File: config.mk
export PLATFORM = sky130hd
export DESIGN_NAME = timeout_waiter
export DESIGN_NICKNAME = d
export VERILOG_FILES = /design/src/rtl/timeout_pkg.sv /design/src/rtl/timeout_waiter.sv
export SDC_FILE = /design/constraint.sdc
export NUM_CORES = 1
export LEC_CHECK = 0
export CAP_MARGIN = 25
export CORE_UTILIZATION = 25
export CTS_CLUSTER_SIZE = 20
export DETAILED_ROUTE_END_ITERATION = 6
export GPL_TIMING_DRIVEN = 0
export PLACE_DENSITY_LB_ADDON = 0.3
export SYNTH_ARGS = -nofsm -noshare
export SYNTH_HDL_FRONTEND = slang
export SYNTH_SLANG_ARGS = --single-unit
File: constraint.sdc
create_clock -name clock -period 1.3 [get_ports clock]
set_input_delay 0.26 -clock clock [delete_from_list [all_inputs] [get_ports clock]]
set_output_delay 0.26 -clock clock [all_outputs]
set_load 0.01 [all_outputs]
File: src/rtl/timeout_pkg.sv
// Shared types for the timeout-timer initiator: FSM state encoding and default budget width.
package timeout_pkg;

    localparam int unsigned DefaultW = 8;

    typedef enum logic [1:0] {
        IDLE = 2'd0,
        ARM  = 2'd1,
        WAIT = 2'd2,
        DONE = 2'd3
    } state_e;

endpackage

File: src/rtl/timeout_waiter.sv
// Initiator for the shared timeout timer: arms it with a budget, reports event vs expiry.
// Define TIMEOUT_WAITER_RETRY_EN to re-arm up to RETRIES times before reporting a timeout.
module timeout_waiter
    import timeout_pkg::*;
#(
    parameter int unsigned W       = DefaultW,
    parameter int unsigned RETRIES = 2
) (
    input  logic         clock,
    input  logic         reset,
    input  logic         req_valid,
    output logic         req_ready,
    input  logic [W-1:0] req_count,
    input  logic         evt,          // "event" is a reserved word
    output logic         resp_valid,
    input  logic         resp_ready,
    output logic         resp_timeout,
    output logic [W-1:0] tmr_count,
    output logic         tmr_put,
    input  logic         tmr_full
`ifdef TIMEOUT_WAITER_RETRY_EN
    ,
    output logic [$clog2(RETRIES+2)-1:0] resp_tries
`endif
);

    state_e         state_q, state_d;
    logic           req_ready_q, req_ready_d;
    logic           resp_valid_q, resp_valid_d;
    logic           resp_timeout_q, resp_timeout_d;
    logic           tmr_put_q, tmr_put_d;
    logic [W-1:0]   tmr_count_q, tmr_count_d;

`ifdef TIMEOUT_WAITER_RETRY_EN
    localparam int unsigned TW = $clog2(RETRIES + 2);
    logic [TW-1:0] tries_q, tries_d;
    logic          rearm;

    assign rearm = (tries_q <= TW'(RETRIES));
`else
    logic unused_retries;
    logic rearm;

    // RETRIES only matters when re-arming is built in
    assign unused_retries = ^RETRIES;
    assign rearm          = 1'b0;
`endif

    always_comb begin
        state_d        = state_q;
        resp_timeout_d = resp_timeout_q;
        tmr_count_d    = tmr_count_q;
`ifdef TIMEOUT_WAITER_RETRY_EN
        tries_d        = tries_q;
`endif
        case (state_q)
            IDLE: begin
                if (req_valid && req_ready_q) begin
                    tmr_count_d = req_count;
                    state_d     = ARM;
`ifdef TIMEOUT_WAITER_RETRY_EN
                    tries_d     = TW'(1);
`endif
                end
            end
            ARM: begin
                if (evt) begin
                    state_d        = DONE;
                    resp_timeout_d = 1'b0;
                end else begin
                    state_d = WAIT;
                end
            end
            WAIT: begin
                // Event wins over an expiry seen in the same cycle
                if (evt) begin
                    state_d        = DONE;
                    resp_timeout_d = 1'b0;
                end else if (!tmr_full) begin
                    if (rearm) begin
                        state_d = ARM;
`ifdef TIMEOUT_WAITER_RETRY_EN
                        tries_d = tries_q + TW'(1);
`endif
                    end else begin
                        state_d        = DONE;
                        resp_timeout_d = 1'b1;
                    end
                end
            end
            DONE: begin
                if (resp_ready) begin
                    state_d = IDLE;
                end
            end
            default: state_d = IDLE;
        endcase

        // Outputs are decoded from the next state so they come straight out of flops
        req_ready_d  = (state_d == IDLE);
        resp_valid_d = (state_d == DONE);
        tmr_put_d    = (state_d == ARM);
    end

    always_ff @(posedge clock or posedge reset) begin
        if (reset) begin
            state_q        <= IDLE;
            req_ready_q    <= 1'b1;
            resp_valid_q   <= 1'b0;
            resp_timeout_q <= 1'b0;
            tmr_put_q      <= 1'b0;
            tmr_count_q    <= '0;
`ifdef TIMEOUT_WAITER_RETRY_EN
            tries_q        <= '0;
`endif
        end else begin
            state_q        <= state_d;
            req_ready_q    <= req_ready_d;
            resp_valid_q   <= resp_valid_d;
            resp_timeout_q <= resp_timeout_d;
            tmr_put_q      <= tmr_put_d;
            tmr_count_q    <= tmr_count_d;
`ifdef TIMEOUT_WAITER_RETRY_EN
            tries_q        <= tries_d;
`endif
        end
    end

    assign req_ready    = req_ready_q;
    assign resp_valid   = resp_valid_q;
    assign resp_timeout = resp_timeout_q;
    assign tmr_put      = tmr_put_q;
    assign tmr_count    = tmr_count_q;
`ifdef TIMEOUT_WAITER_RETRY_EN
    assign resp_tries   = tries_q;
`endif

endmodule

After elaboration in Yosys (flattened, before gate mapping)
Cells that the tools add are included.
{"block": "word_totals", "ram_bits": 0, "out_inout_bits": 12, "rom_bits": 0, "in_bits": 14, "latchBits": 0, "register_bits": 14, "word_cells": 29, "memories": 0}
{"block": "classes", "shifts": 0, "n_reduce_logical": 6, "bitwise_logic": 0, "div": 0, "addsub": 0, "mux": 10, "eq_ne": 7, "mul": 0, "n_lt_le_gt_ge": 0}
{"operator": "$mux W2", "count": 4}
{"operator": "$pmux W2 S4", "count": 1}
{"operator": "$eq A2 B2 Y1 const B", "count": 3}
{"operator": "$eq A2 B1 Y1 const B", "count": 2}
{"operator": "$logic_not A2 Y1", "count": 2}
{"operator": "$mux W1", "count": 4}
{"operator": "$ne A3 B3 Y1 const B", "count": 1}
{"operator": "$reduce_and A3 Y1", "count": 1}
{"operator": "$ne A2 B2 Y1 const B", "count": 1}
{"operator": "$pmux W1 S2", "count": 1}
{"operator": "$reduce_and A2 Y1", "count": 1}
{"operator": "$reduce_bool A2 Y1", "count": 1}
{"operator": "$logic_and A1 B1 Y1", "count": 1}

Logic depth before layout (Yosys ltp)
{"block": "logic_depth", "ltp_word": 4, "mapped_depth": 4}

Worst setup path after synthesis
No wires, ideal clock.
{"block": "synth_timing", "kind": "reg2reg", "start": "register req_ready_q (netlist: req_ready)", "end": "register tmr_count_q[0] (netlist: tmr_count[0])", "required_time_ps": 1175, "stages_incl_launch_ff": 5, "path_buffers": 1, "path_slack_ps": -40, "t_arrival_ps": 1215, "synth_period_minus_slack_ps": 1340, "setup_ps": 125, "path_cell_list": "dfstp_2 -> nand2_1 -> nor3_4 -> buf_6 -> mux2_4"}
{"block": "synth_via", "elab_chain_len": 2}
{"element": "start: declaration", "line_no": "timeout_waiter.sv:28", "text": "logic req_ready_q, req_ready_d;"}
{"element": "start signal: assignment", "line_no": "timeout_waiter.sv:118", "text": "req_ready_q <= req_ready_d;"}
{"element": "$logic_and A1 B1 Y1", "line_no": "timeout_waiter.sv:58", "text": "if (req_valid && req_ready_q) begin"}
{"element": "$reduce_and A2 Y1 (no line)"}
{"element": "end signal: assignment", "line_no": "timeout_waiter.sv:122", "text": "tmr_count_q <= tmr_count_d;"}
{"element": "end: declaration", "line_no": "timeout_waiter.sv:32", "text": "logic [W-1:0] tmr_count_q, tmr_count_d;"}
Every way passes these cells.
A chain may end at the register's enable or synchronous reset.

Worst setup path after layout
{"block": "layout_timing", "start": "register req_ready_q (netlist: req_ready)", "end": "register tmr_count_q[2] (netlist: tmr_count[2])"}
The elaborated chain is that of the path after synthesis.

==> summary.txt <==
Run status
  • Result of the run: finished with violations
  • Failing checks: setup timing

Finish
  • Total Nets Final: 86
  • P&R area growth vs syn: 54.04%
  • Number of diodes: 0
  • Number of filler cells placed in the layout: 231
  • Fraction of final layout cells sized beyond drive strength 1: between 20 and 30%

Yosys
  • Biggest area consumer among synthesized cells: sky130_fd_sc_hd__dfrtp_1
  • Post-synthesis cell area: 588.1 um^2
  • Synthesized instance count: 40
  • Count of different cell masters after synthesis: 17
  • Syn_area_per_cell: around 15 um^2
  • Total of warnings raised by yosys: 0
  • Fraction of synthesized cell area taken by the top area cell type: approximately 55%
  • Syn Nets: 54
  • Seq/Total Area, Yosys: roughly 60%
  • Area contributors post-synth: sky130_fd_sc_hd__dfrtp_1 (55%), sky130_fd_sc_hd__mux2_4 (18%), sky130_fd_sc_hd__dfstp_2 (4.5%), sky130_fd_sc_hd__buf_6 (3.8%), sky130_fd_sc_hd__nor3_4 (2.8%)
  • Post-synthesis register bit count: 14

Setup path
  • Worst R2R Start: req_ready
  • Required time worst endpoint: roughly 1.5 ns
  • Setup slack on the worst flop-to-flop path: -0.03 ns
  • Crit-path slowest cell: sky130_fd_sc_hd__dfstp_2
  • Max Fanout on Critical Path: 8
  • R2R cell count: 4
  • Reg2reg end: tmr_count[2]
  • WP data arrival: between 1 and 1.5 ns
  • Critical-path cell list: nand2_2 -> nor3_4 -> buf_6 -> mux2_4
  • Slowest stage delay, CP: approximately 0.54 ns
  • Critical path class: flop to flop
  • Critical path launch point type: flop
  • Worst Setup End Kind: flop

Die
  • DIE WIDTH: 50.50 um
  • Number of core rows: 17
  • Core Footprint: roughly 2200 um^2
  • Number of top-level pins: 26
  • Initial Util: 26.58%
  • Area of the die: between 2000 and 3000 um^2
  • Die height: slightly above 50 um

Timing
  • Final period demand of the worst path: between 1 and 1.5 ns
  • Worst Max-Slew Pin Slew: slightly above 0.5 ns
  • Post-route worst setup slack: -0.02918 ns
  • Worst clock skew: roughly 0.0075 ns
  • Hold Fails Final Rpt: 0
  • Post-route clock period utilization: 102.2%
  • WHS: 0.3301 ns
  • Worst slew margin relative to its limit: between 60% and 70%
  • Final count of negative-setup-slack endpoints: 8
  • Max Transition Viols Final: 0
  • Setup repair after global routing missed its margin: yes
  • Max Clock Freq: around 750 MHz

Run
  • Max Cap Viol: 0

GRT
  • Initial antenna violation count: 0
  • Total GRT Usage: between 9 and 10%
  • Wire length of the first global-routing pass: 1.856 mm
  • Total gr overflow: 0
  • Pin count of the biggest net entering global routing: 15
  • Vias in the first global route: approximately 430

Detailed routing
  • Routed WL: 1.022 mm
  • DRT Pass-1 Iters: 4
  • Remaining DRCs: 0
  • Via-to-Cell Ratio: 4.061
  • Via total after detailed routing: 402
  • DRT antenna net count: 0
  • Number of violations reported at the end of detailed-routing iteration 0: 4
  • Post-detailed-route wirelength per cell: about 10 um

Clock network
  • Clock Sink Count: 14
  • Number of buffers between clock root and the deepest sink: 2
  • Num CTS Buffers: 3
  • Root cell of the clock tree: sky130_fd_sc_hd__clkbuf_4
  • TritonCTS clock tree: built
  • CTS H-tree depth: 1
  • Clock slew at the register clock pins of the worst setup and hold paths: roughly 0.08 ns
  • Clock latency on the worst-skew pair: about 0.27 ns

Placement
  • Final estimated routing congestion in global placement: ~0.64
  • Post-DP HPWL: approximately 730 um
  • Port bufs: 25

Worst hold path
  • Kind of path behind the tightest hold check: input port to asynchronous set/reset pin

Power
  • Leakage power summed over all cells: about 0.43 nW
  • Power density normalized to cell area: 1922 nW/um^2
  • Largest voltage drop on the vdd net: roughly 0.67 mV
  • Pwr Total: roughly 1.7 mW
==> cells in the mapped netlist <==
| cell | count |
|---|---|
| sky130_fd_sc_hd__nor3_4 | 1 |
| sky130_fd_sc_hd__a21oi_1 | 1 |
| sky130_fd_sc_hd__inv_1 | 1 |
| sky130_fd_sc_hd__nand2_1 | 3 |
| sky130_fd_sc_hd__dfrtp_1 | 13 |
| sky130_fd_sc_hd__dfstp_2 | 1 |
| sky130_fd_sc_hd__mux2_4 | 7 |
| sky130_fd_sc_hd__o2bb2ai_1 | 1 |
| sky130_fd_sc_hd__nor2_1 | 3 |
| sky130_fd_sc_hd__nand3_1 | 1 |
| sky130_fd_sc_hd__o21ai_0 | 1 |
| sky130_fd_sc_hd__o21a_1 | 1 |
| sky130_fd_sc_hd__mux2_2 | 1 |
| sky130_fd_sc_hd__o21bai_1 | 1 |
| sky130_fd_sc_hd__nand2b_1 | 1 |
| sky130_fd_sc_hd__mux2i_1 | 1 |
| sky130_fd_sc_hd__buf_6 | 2 |
==> layout make-up <==
cell class / count / area (um^2) / share of cell area [%]
sequential: 14 / 351.6 / 38.81
timing repair buffer: 27 / 250.2 / 27.62
multi-input combinational: 23 / 216.5 / 23.90
tap: 28 / 35.03 / 3.867
clock buffer: 4 / 26.28 / 2.901
buffer: 2 / 22.52 / 2.486
inverter: 1 / 3.754 / 0.4144
==> cell usage in the layout, fill, tap and decap left out, types with 2 or more instances in the layout <==
master	Yosys	final
sky130_fd_sc_hd__clkbuf_4	0	3
sky130_fd_sc_hd__mux2_4	7	8
sky130_fd_sc_hd__buf_6	2	2
sky130_fd_sc_hd__buf_4	0	2
sky130_fd_sc_hd__nor2_1	3	3
sky130_fd_sc_hd__clkdlybuf4s50_1	0	13
sky130_fd_sc_hd__dlygate4sd2_1	0	12
sky130_fd_sc_hd__dfrtp_1	13	13
sky130_fd_sc_hd__nand2_1	3	2
==> power breakdown <==
group          internal [mW]  leakage [nW]  total (mW)  switching (mW)
clock network          0.118        0.0150       0.242           0.124
registers              0.641         0.169       0.757           0.116
logic                  0.452         0.248       0.742           0.290
==> flip-flops by register name, summed over array words and instances, names as in the netlist <==
| name | count |
|---|---|
| tmr_count | 8 |
| resp_timeout | 1 |
| state_q | 2 |
| tmr_put | 1 |
| req_ready | 1 |
| resp_valid | 1 |
==> routing by layer <==
metal	up-vias	global-route usage (%)	share of wire, %
met5	-	0	0
li1	197	-	-
met1	189	12.50	48
met3	0	3.030	7.2
met4	0	2.778	0
met2	16	16.22	45
==> worst max-delay path by stage <==
stage | from | end | slack (ns) | cells past startpoint
after floorplan | req_ready | tmr_count[0] | -0.02 | 4
after global placement | req_valid | tmr_count[2] | -0.29 | 5
final | req_ready | tmr_count[2] | -0.03 | 4
after global routing | req_ready | tmr_count[4] | -0.1 | 4
after CTS | req_ready | tmr_count[2] | -0.05 | 4
after detailed placement | req_valid | tmr_count[6] | -0.29 | 5
==> repair_timing <==
item                                    in CTS  in global routing
buffers inserted                             2                  0
endpoints found under the setup margin      19                 10
gates resized for setup                     12                  1
hold buffers                                 0                  0
==> critical path, delay by kind of cell (launching register included) <==
family,cells,cell delay (ns)
buffers and inverters,1,0.19
flip-flops,1,0.54
AND/OR/NAND/NOR,2,0.19
multiplexers,1,0.31
==> kinds of logic (layout without fill, tap and decap cells) <==
family                 count (synthesis)  after routing  synth area share, %
AO/OA/AOI/OAI                          5              5                5.744
buffers and inverters                  3             34                4.467
flip-flops                            14             14                59.79
multiplexers                           9              9                21.49
AND/OR/NAND/NOR                        9              9                8.511
==> through the flow <==
stage	cells	setup slack [ns]	setup TNS, ns	area, um^2	util, %
after CTS	99	-0.04767	-0.3167	902.1	40.78
after detailed placement	93	-0.2894	-2.194	875.8	39.59
final	99	-0.02918	-0.1549	905.9	40.95
after global routing	99	-0.09539	-0.7049	905.9	40.95
after global placement	93	-0.2887	-2.168	875.8	39.59
after floorplan	40	-0.02395	-0.1676	590.6	-
No activity file was read; power rests on OpenSTA's default activity.
